--- config.mk ---
export PLATFORM = sky130hd
export DESIGN_NAME = alert_ping_sched
export DESIGN_NICKNAME = d
export VERILOG_FILES = /design/src/rtl/alert_ping_sched.sv
export SDC_FILE = /design/constraint.sdc
export NUM_CORES = 1
export LEC_CHECK = 0
export CAP_MARGIN = 25
export CORE_ASPECT_RATIO = 1.2
export CORE_MARGIN = 5
export CORE_UTILIZATION = 35
export CTS_BUF_LIST = sky130_fd_sc_hd__clkbuf_8 sky130_fd_sc_hd__clkbuf_16
export DETAILED_ROUTE_END_ITERATION = 8
export PLACE_DENSITY = 0.56
export SYNTH_ARGS = -nofsm -noshare
export SYNTH_HDL_FRONTEND = slang
export SYNTH_SLANG_ARGS = --single-unit
--- constraint.sdc ---
create_clock -name clk_i -period 1.9 [get_ports clk_i]
set_input_delay 0.38 -clock clk_i [delete_from_list [all_inputs] [get_ports clk_i]]
set_output_delay 0.38 -clock clk_i [all_outputs]
set_load 0.01 [all_outputs]
--- src/rtl/alert_ping_sched.sv ---
// alert_ping_sched: pings one enabled alert receiver at a time in round-robin order and flags unanswered pings.
// Define ALERT_PING_SCHED_LFSR_EN to randomise the wait interval with a 16-bit Galois LFSR.
module alert_ping_sched #(
  parameter int          NAlerts  = 4,
  parameter int          CntW     = 16,
  parameter logic [15:0] LfsrSeed = 16'hACE1
) (
  input  logic                       clk_i,
  input  logic                       rst_ni,
  input  logic                       en_i,
  input  logic [CntW-1:0]            wait_mask_i,
  input  logic [CntW-1:0]            timeout_i,
  input  logic [NAlerts-1:0]         alert_en_i,
  input  logic [NAlerts-1:0]         ping_ok_i,
  output logic [NAlerts-1:0]         ping_en_o,
  output logic                       ping_fail_o,
  output logic [$clog2(NAlerts)-1:0] ping_fail_id_o
);
  localparam int IdW = $clog2(NAlerts);

  typedef enum logic [1:0] {IDLE, WAIT, PING} state_e;

  state_e             state_q, state_d;
  logic [CntW-1:0]    wcnt_q, wcnt_d, tcnt_q, tcnt_d, w_cur, w_adv;
  logic [IdW-1:0]     sel_q, sel_d, last_q, last_d, fail_id_q, fail_id_d, nxt_id, lo_id;
  logic [NAlerts-1:0] ping_en_q, ping_en_d;
  logic               fail_q, fail_d, hi_hit, any_en, ok_sel, en_sel, lfsr_adv;

  if (LfsrSeed == 16'h0000) begin : g_seed_chk
    $error("LfsrSeed must be non-zero");
  end

  assign any_en = |alert_en_i;
  assign ok_sel = ping_ok_i[sel_q];
  assign en_sel = alert_en_i[sel_q];

  // Lowest enabled index above last_q, else lowest enabled index overall (wrap).
  always_comb begin
    hi_hit = 1'b0;
    nxt_id = '0;
    lo_id  = '0;
    for (int i = NAlerts - 1; i >= 0; i--) begin
      if (alert_en_i[i]) begin
        lo_id = IdW'(i);
        if (i > int'(last_q)) begin
          hi_hit = 1'b1;
          nxt_id = IdW'(i);
        end
      end
    end
    if (!hi_hit) nxt_id = lo_id;
  end

`ifdef ALERT_PING_SCHED_LFSR_EN
  logic [15:0] lfsr_q, lfsr_d, lfsr_nxt;

  assign lfsr_nxt = {1'b0, lfsr_q[15:1]} ^ (lfsr_q[0] ? 16'hB400 : 16'h0000);
  assign lfsr_d   = lfsr_adv ? lfsr_nxt : lfsr_q;
  assign w_cur    = CntW'(lfsr_q) & wait_mask_i;
  assign w_adv    = CntW'(lfsr_nxt) & wait_mask_i;

  always_ff @(posedge clk_i or negedge rst_ni) begin
    if (!rst_ni) lfsr_q <= LfsrSeed;
    else         lfsr_q <= lfsr_d;
  end
`else
  assign w_cur = wait_mask_i;
  assign w_adv = wait_mask_i;
`endif

  always_comb begin
    state_d   = state_q;
    wcnt_d    = wcnt_q;
    tcnt_d    = tcnt_q;
    sel_d     = sel_q;
    last_d    = last_q;
    ping_en_d = ping_en_q;
    fail_d    = 1'b0;
    fail_id_d = fail_id_q;
    lfsr_adv  = 1'b0;
    if (!en_i) begin
      state_d   = IDLE;
      ping_en_d = '0;
    end else begin
      case (state_q)
        IDLE: begin
          wcnt_d  = w_cur;
          state_d = WAIT;
        end
        WAIT: begin
          if (wcnt_q != '0) wcnt_d = wcnt_q - 1'b1;
          else if (!any_en) wcnt_d = w_cur;
          else begin
            sel_d     = nxt_id;
            tcnt_d    = timeout_i;
            ping_en_d = {{(NAlerts-1){1'b0}}, 1'b1} << nxt_id;
            state_d   = PING;
          end
        end
        PING: begin
          // Ack beats a coincident timeout; a disabled target aborts silently.
          if (ok_sel || !en_sel || tcnt_q == '0) begin
            lfsr_adv  = ok_sel || en_sel;
            fail_d    = !ok_sel && en_sel;
            fail_id_d = (!ok_sel && en_sel) ? sel_q : fail_id_q;
            wcnt_d    = (ok_sel || en_sel) ? w_adv : w_cur;
            last_d    = sel_q;
            ping_en_d = '0;
            state_d   = WAIT;
          end else begin
            tcnt_d = tcnt_q - 1'b1;
          end
        end
        default: state_d = IDLE;
      endcase
    end
  end

  always_ff @(posedge clk_i or negedge rst_ni) begin
    if (!rst_ni) begin
      state_q   <= IDLE;
      wcnt_q    <= '0;
      tcnt_q    <= '0;
      sel_q     <= '0;
      last_q    <= IdW'(NAlerts - 1);
      ping_en_q <= '0;
      fail_q    <= 1'b0;
      fail_id_q <= '0;
    end else begin
      state_q   <= state_d;
      wcnt_q    <= wcnt_d;
      tcnt_q    <= tcnt_d;
      sel_q     <= sel_d;
      last_q    <= last_d;
      ping_en_q <= ping_en_d;
      fail_q    <= fail_d;
      fail_id_q <= fail_id_d;
    end
  end

  assign ping_en_o      = ping_en_q;
  assign ping_fail_o    = fail_q;
  assign ping_fail_id_o = fail_id_q;
endmodule

After elaboration in Yosys (flattened, before gate mapping) --
Cells that the tools add are included.
Operators by class: equality and inequality tests 11, bitwise gates (word level) 1, muxes and demuxes 42, reductions and logical operators 18, $lt $le $gt $ge 4, shift-type cells 1, add/sub/neg operators 2
Operators by type and width (count):
- two-way mux 16 bit | 6
- one-hot mux 16 bit (3 select lines) | 1
- one-hot mux 16 bit (2 select lines) | 1
- subtractor 16 x 1 -> 16 bit (second input constant) | 2
- two-way mux 2 bit | 15
- logical NOT 16 bit | 1
- two-way mux 4 bit | 4
- AND reduction 4 bit | 4
- nonzero test 16 bit | 1
- inequality test 3 bit (second input constant) | 4
- two-way mux 1 bit | 11
- inequality test 2 bit (second input constant) | 4
- one-hot mux 4 bit (2 select lines) | 1
- one-hot mux 2 bit (3 select lines) | 1
- AND reduction 3 bit | 2
- AND reduction 5 bit | 1
- binary-select mux 1 bit (select 2 bit) | 2
- > comparator 2 bit (first input constant) | 2
- OR reduction 4 bit | 1
- << shifter 1 x 2 -> 4 bit (first input constant) | 1
- < comparator 2 x 3 -> 1 bit (second input constant) | 1
- inequality test 3 x 1 -> 1 bit (second input constant) | 1
- nonzero test 3 bit | 1
- equality test 2 x 1 -> 1 bit (second input constant) | 1
- 8 further kinds | 10
Storage, ports and cells: word-level logic and storage cells 87, output and inout bits 7, input bits 43, register bits 45

Depth between registers and ports, before layout --
depth after elaboration 13, depth in mapped cells 10, gate-level depth less buffers 8

Worst setup path after synthesis --
Ideal clock, no wire load.
path type flip-flop to flip-flop, start reg wcnt_q[0], end reg ping_en_q[1] (netlist: ping_en_o[1]), buffers on the path 0, stages on the path, launching flop included 8, library setup time 128 ps, data required time 1772 ps, arrival 1814 ps, slack -42 ps, period minus slack after synthesis 1942 ps, cells stage by stage dfrtp_1 -> inv_1 -> ha_1 -> nor4b_1 -> nand4_1 -> or3_1 -> o211ai_2 -> mux2_1
Between the ends: longest elaborated chain between the ends 3
RTL lines:
- from (decl) | RTL line 24 | logic [CntW-1:0] wcnt_q, wcnt_d, tcnt_q, tcnt_d, w_cur, w_adv;
- from (signal assigned) | RTL line 131 | wcnt_q <= wcnt_d;
- nonzero test 16 bit | RTL line 91 | if (wcnt_q != '0) wcnt_d = wcnt_q - 1'b1;
- inequality test 3 bit (no source line)
- AND reduction 4 bit (no source line)
- to (signal assigned) | RTL line 135 | ping_en_q <= ping_en_d;
- to (decl) | RTL line 26 | logic [NAlerts-1:0] ping_en_q, ping_en_d;
No other way between the ends. A chain may end at the register's enable or synchronous reset.

Worst setup path in the final report --
start reg wcnt_q[1], end reg wcnt_q[9]
Between the ends: longest elaborated chain between the ends 3, elaborated cells on any way between the ends 6, those cells by class add/sub: 1; eq/ne: 1; mux: 2; reduce/logical: 2
RTL lines (RTL line):
- subtractor 16 x 1 -> 16 bit or nonzero test 16 bit (tied branches) | 91
- two-way mux 16 bit or inequality test 3 bit (tied branches)
- one-hot mux 16 bit (3 select lines) or AND reduction 4 bit (tied branches)
Parallel ways exist; a longest one is shown, timed or not.

==> impl_metrics.csv <==
group,metric,value,unit
placement,dp_hpwl,5.856,mm
run_status,violations,"setup timing",
synth,netlist_top_cells_area,"dfrtp_1 39%, nor2_1 5.2%, a21oi_1 5.1%, o21ai_0 3.1%, o21ai_1 2.7%",
synth,synth_nets,365,
pwr,seq_power_share,40.5,%
global_routing,grt_use_met1,20.66,%
floorplan,num_rows,35,
pwr,peakVddDrop,396.5,uV
setup_path,worst_setup_path_start_kind,"flip-flop",
floorplan,dieWidth,91.01,um
layout,antennaDiodeCount,0,
clock_network,cts_buffer_depth,2,
global_routing,grt_antenna_before_repair,0,
clock_network,clkTransAtPathRegs,0.09,ns
drt,drt_iter0_markers,85,
pwr,switchingPower,807.5,uW
layout,multi_input_area,1998,um2
synth,yosys_warnings,0,
global_routing,overflow,0,
placement,place.gp.congestion,0.8358,
pwr,p_per_area,576.8,nW/um2
global_routing,grt.met3_usage,3.860,%
setup_path,critical_path_class,"flip-flop to flip-flop",
synth,seq_area_frac_synth,40.94,%
global_routing,grt_pass1_wl,14.15,mm
placement,dp_slack,-0.4430,ns
synth,synth-main-ff-cell,"dfrtp_1",
floorplan,core_area,7664,um2
run,drv_cap,0,
floorplan,io_pins,50,
sta,report.final.slew_viol_count,0,
synth,synth_cell_types,51,
clock_network,clockRootBuffer,"clkbuf_8",
layout,final-seq-area,1129,um2
global_routing,top_usage_layer,"met2",
synth,async_flop_share,100.0,%
global_routing,grt_util_met2,32.68,%
drt,drc,0,
global_routing,grt_max_degree,29,
floorplan,start_util,35.97,%
sta,slew_headroom,68.27,%
layout,fillers,664,
synth,synthesis.area,2756,um2
sta,hold_viol,0,
placement,dpl_cell_area,3925,um2
setup_path,arrival,2.28,ns
layout,fin_nets,504,
sta,setup_viol,41,
global_routing,grt_pass1_vias,3019,
setup_path,worst_ep_required_time,2.10,ns
drt,viasPerCell,5.389,
clock_network,cts_htree_levels,2,
drt,ant_nets,0,
sta,fin_crit_sh,109.4,%
setup_path,r2r_slack,-0.18,ns
synth,synthTopCellsByCount,"43 x dfrtp_1, 38 x nor2_1, 28 x a21oi_1",
drt,drtPass1Iterations,4,
clock_network,ctsHoldBuffers,0,
pwr,p_comb_share,31.5,%
pwr,leakagePower,0.001996,uW
drt,num_vias,2964,
pwr,p_int,1938,uW
drt,drt-total-wl,8.874,mm
setup_path,timing.rr.start,"wcnt_q[1]$_DFFE_PN0P_",
sta,final.setup_skew,0.01221,ns
global_routing,grt_usage,17.68,%
layout,utilization,62.12,%
setup_path,end_kind,"flip-flop",
clock_network,cts_tree,"built",
synth,synth.ff_latch_count,45,
synth,yosysMostFrequentCell,"dfrtp_1",
sta,max_freq,481.0,MHz
sta,tns,-3.721,ns
hold_path,hp-class,"input pin to async pin",
drt,avgRoutedWirePerCell,16.13,um
setup_path,r2r_cells,10,
synth,yosysTopAreaCellShare,39.04,%
sta,worst_pin_slew,0.4759,ns
setup_path,r2r_end,"wcnt_q[9]$_DFFE_PN0P_",
floorplan,die_height,107.2,um
pwr,swShare,29.41,%
sta,rsz0062_at_grt,"true",
layout,area_growth,72.72,%
synth,syn_avg_cell_area,8.668,um2
synth,synth_area_leader_cell,"dfrtp_1",
layout,drive_gt1_share,42.79,%
sta,period_minus_slack,2.079,ns
synth,synthCells,318,
clock_network,insertion_delay,0.30,ns
pwr,clkPwrFrac,27.9,%
floorplan,design.die.area,9758,um2
synth,synth-edff-count,0,
clock_network,cts.sinks,45,
clock_network,numCtsBuffers,5,
layout,final_area,4761,um2
setup_path,cp_max_fo,7,
run_status,status,"finished with violations",
placement,port_buffers,49,
sta,final.setup.worst_slack,-0.1791,ns
[critical path: stages (launching register included)]
cell      delay [ns]
dfrtp_1         0.40
inv_2           0.09
ha_4            0.13
nor4b_4         0.17
nand4_1         0.19
buf_6           0.19
o311ai_4        0.22
a21o_4          0.20
buf_12          0.16
nor2_2          0.04
o22a_1          0.18
[state kept, by name, indices dropped and copies added, names as in the netlist]
signal / count
last_q: 2
ping_en_o: 4
ping_fail_id_o: 2
ping_fail_o: 1
sel_q: 2
state_q: 2
tcnt_q: 16
wcnt_q: 16
[final cells by class]
type	instances	area share, %
multi-input combinational	243	41.97
timing repair buffer	149	28.38
sequential	45	23.71
tap	92	2.418
clock buffer	6	1.735
inverter	13	1.078
clock inverter	2	0.7096
[power by group through the flow]
stage / registers [uW] / logic (uW) / clock network [uW]
2_1_floorplan: 1140 / 272 / 0
3_3_place_gp: 1120 / 684 / 0
3_5_place_dp: 1120 / 693 / 0
4_1_cts: 1110 / 803 / 789
5_1_grt: 1120 / 937 / 830
6_report: 1110 / 865 / 767
[cells in the final DEF (no fill, tap or decap), types with 8 or more instances in the layout]
master,netlist,layout
nor2_1,38,31
o21ai_1,15,11
a21oi_2,0,8
dfrtp_1,43,43
buf_6,2,16
inv_1,12,8
nor3_1,12,11
a21oi_1,28,18
o21ai_2,0,8
clkdlybuf4s50_1,0,40
buf_4,2,80
nand2_1,18,14
o21ai_0,17,12
dlygate4sd2_1,0,8
[routing by layer]
layer / up-vias / routed length [um]
met3: 9 / 317
met5: - / 0
met2: 55 / 4785
met4: 0 / 89
met1: 1452 / 3681
li1: 1448 / -
[repair_timing]
| action | in CTS | in global routing |
|---|---|---|
| cloned | 3 | 0 |
| buffers inserted | 9 | 5 |
| pin swaps | 31 | 21 |
| setup endpoints to repair | 44 | 44 |
| gates resized for setup | 93 | 43 |
[how the worst max path moves through the flow]
| stage | cells after the start | from | end |
|---|---|---|---|
| 2_1_floorplan | 7 | wcnt_q[0]$_DFFE_PN0P_ | ping_en_o[1]$_DFFE_PN0P_ |
| 4_1_cts | 8 | wcnt_q[1]$_DFFE_PN0P_ | ping_en_o[1]$_DFFE_PN0P_ |
| 6_report | 10 | wcnt_q[1]$_DFFE_PN0P_ | wcnt_q[9]$_DFFE_PN0P_ |
| 3_3_place_gp | 6 | alert_en_i[3] | ping_fail_id_o[1]$_DFFE_PN0P_ |
| 5_1_grt | 10 | wcnt_q[1]$_DFFE_PN0P_ | tcnt_q[15]$_DFFE_PN0P_ |
| 3_5_place_dp | 6 | alert_en_i[1] | ping_fail_id_o[0]$_DFFE_PN0P_ |
[per-stage QoR]
stage	std cells	total power (uW)	hold slack, ns
after global placement	526	1801	0.3584
final	550	2746	0.02473
after CTS	546	2703	0.03046
after global routing	550	2889	0.04260
after detailed placement	526	1811	0.3660
after floorplan	318	1409	0.08441
[kinds of logic (layout without fill, tap and decap cells)]
logic type      Yosys count  in the layout  share of synthesized area [%]
simple gates            123            123                          23.10
compound gates          104            104                          23.79
flops                    45             45                          40.94
buf+inv                  30            170                          5.175
mux                      12             12                          5.175
fa+ha+maj                 4              4                          1.816
Power figures use the tool's default switching activity.
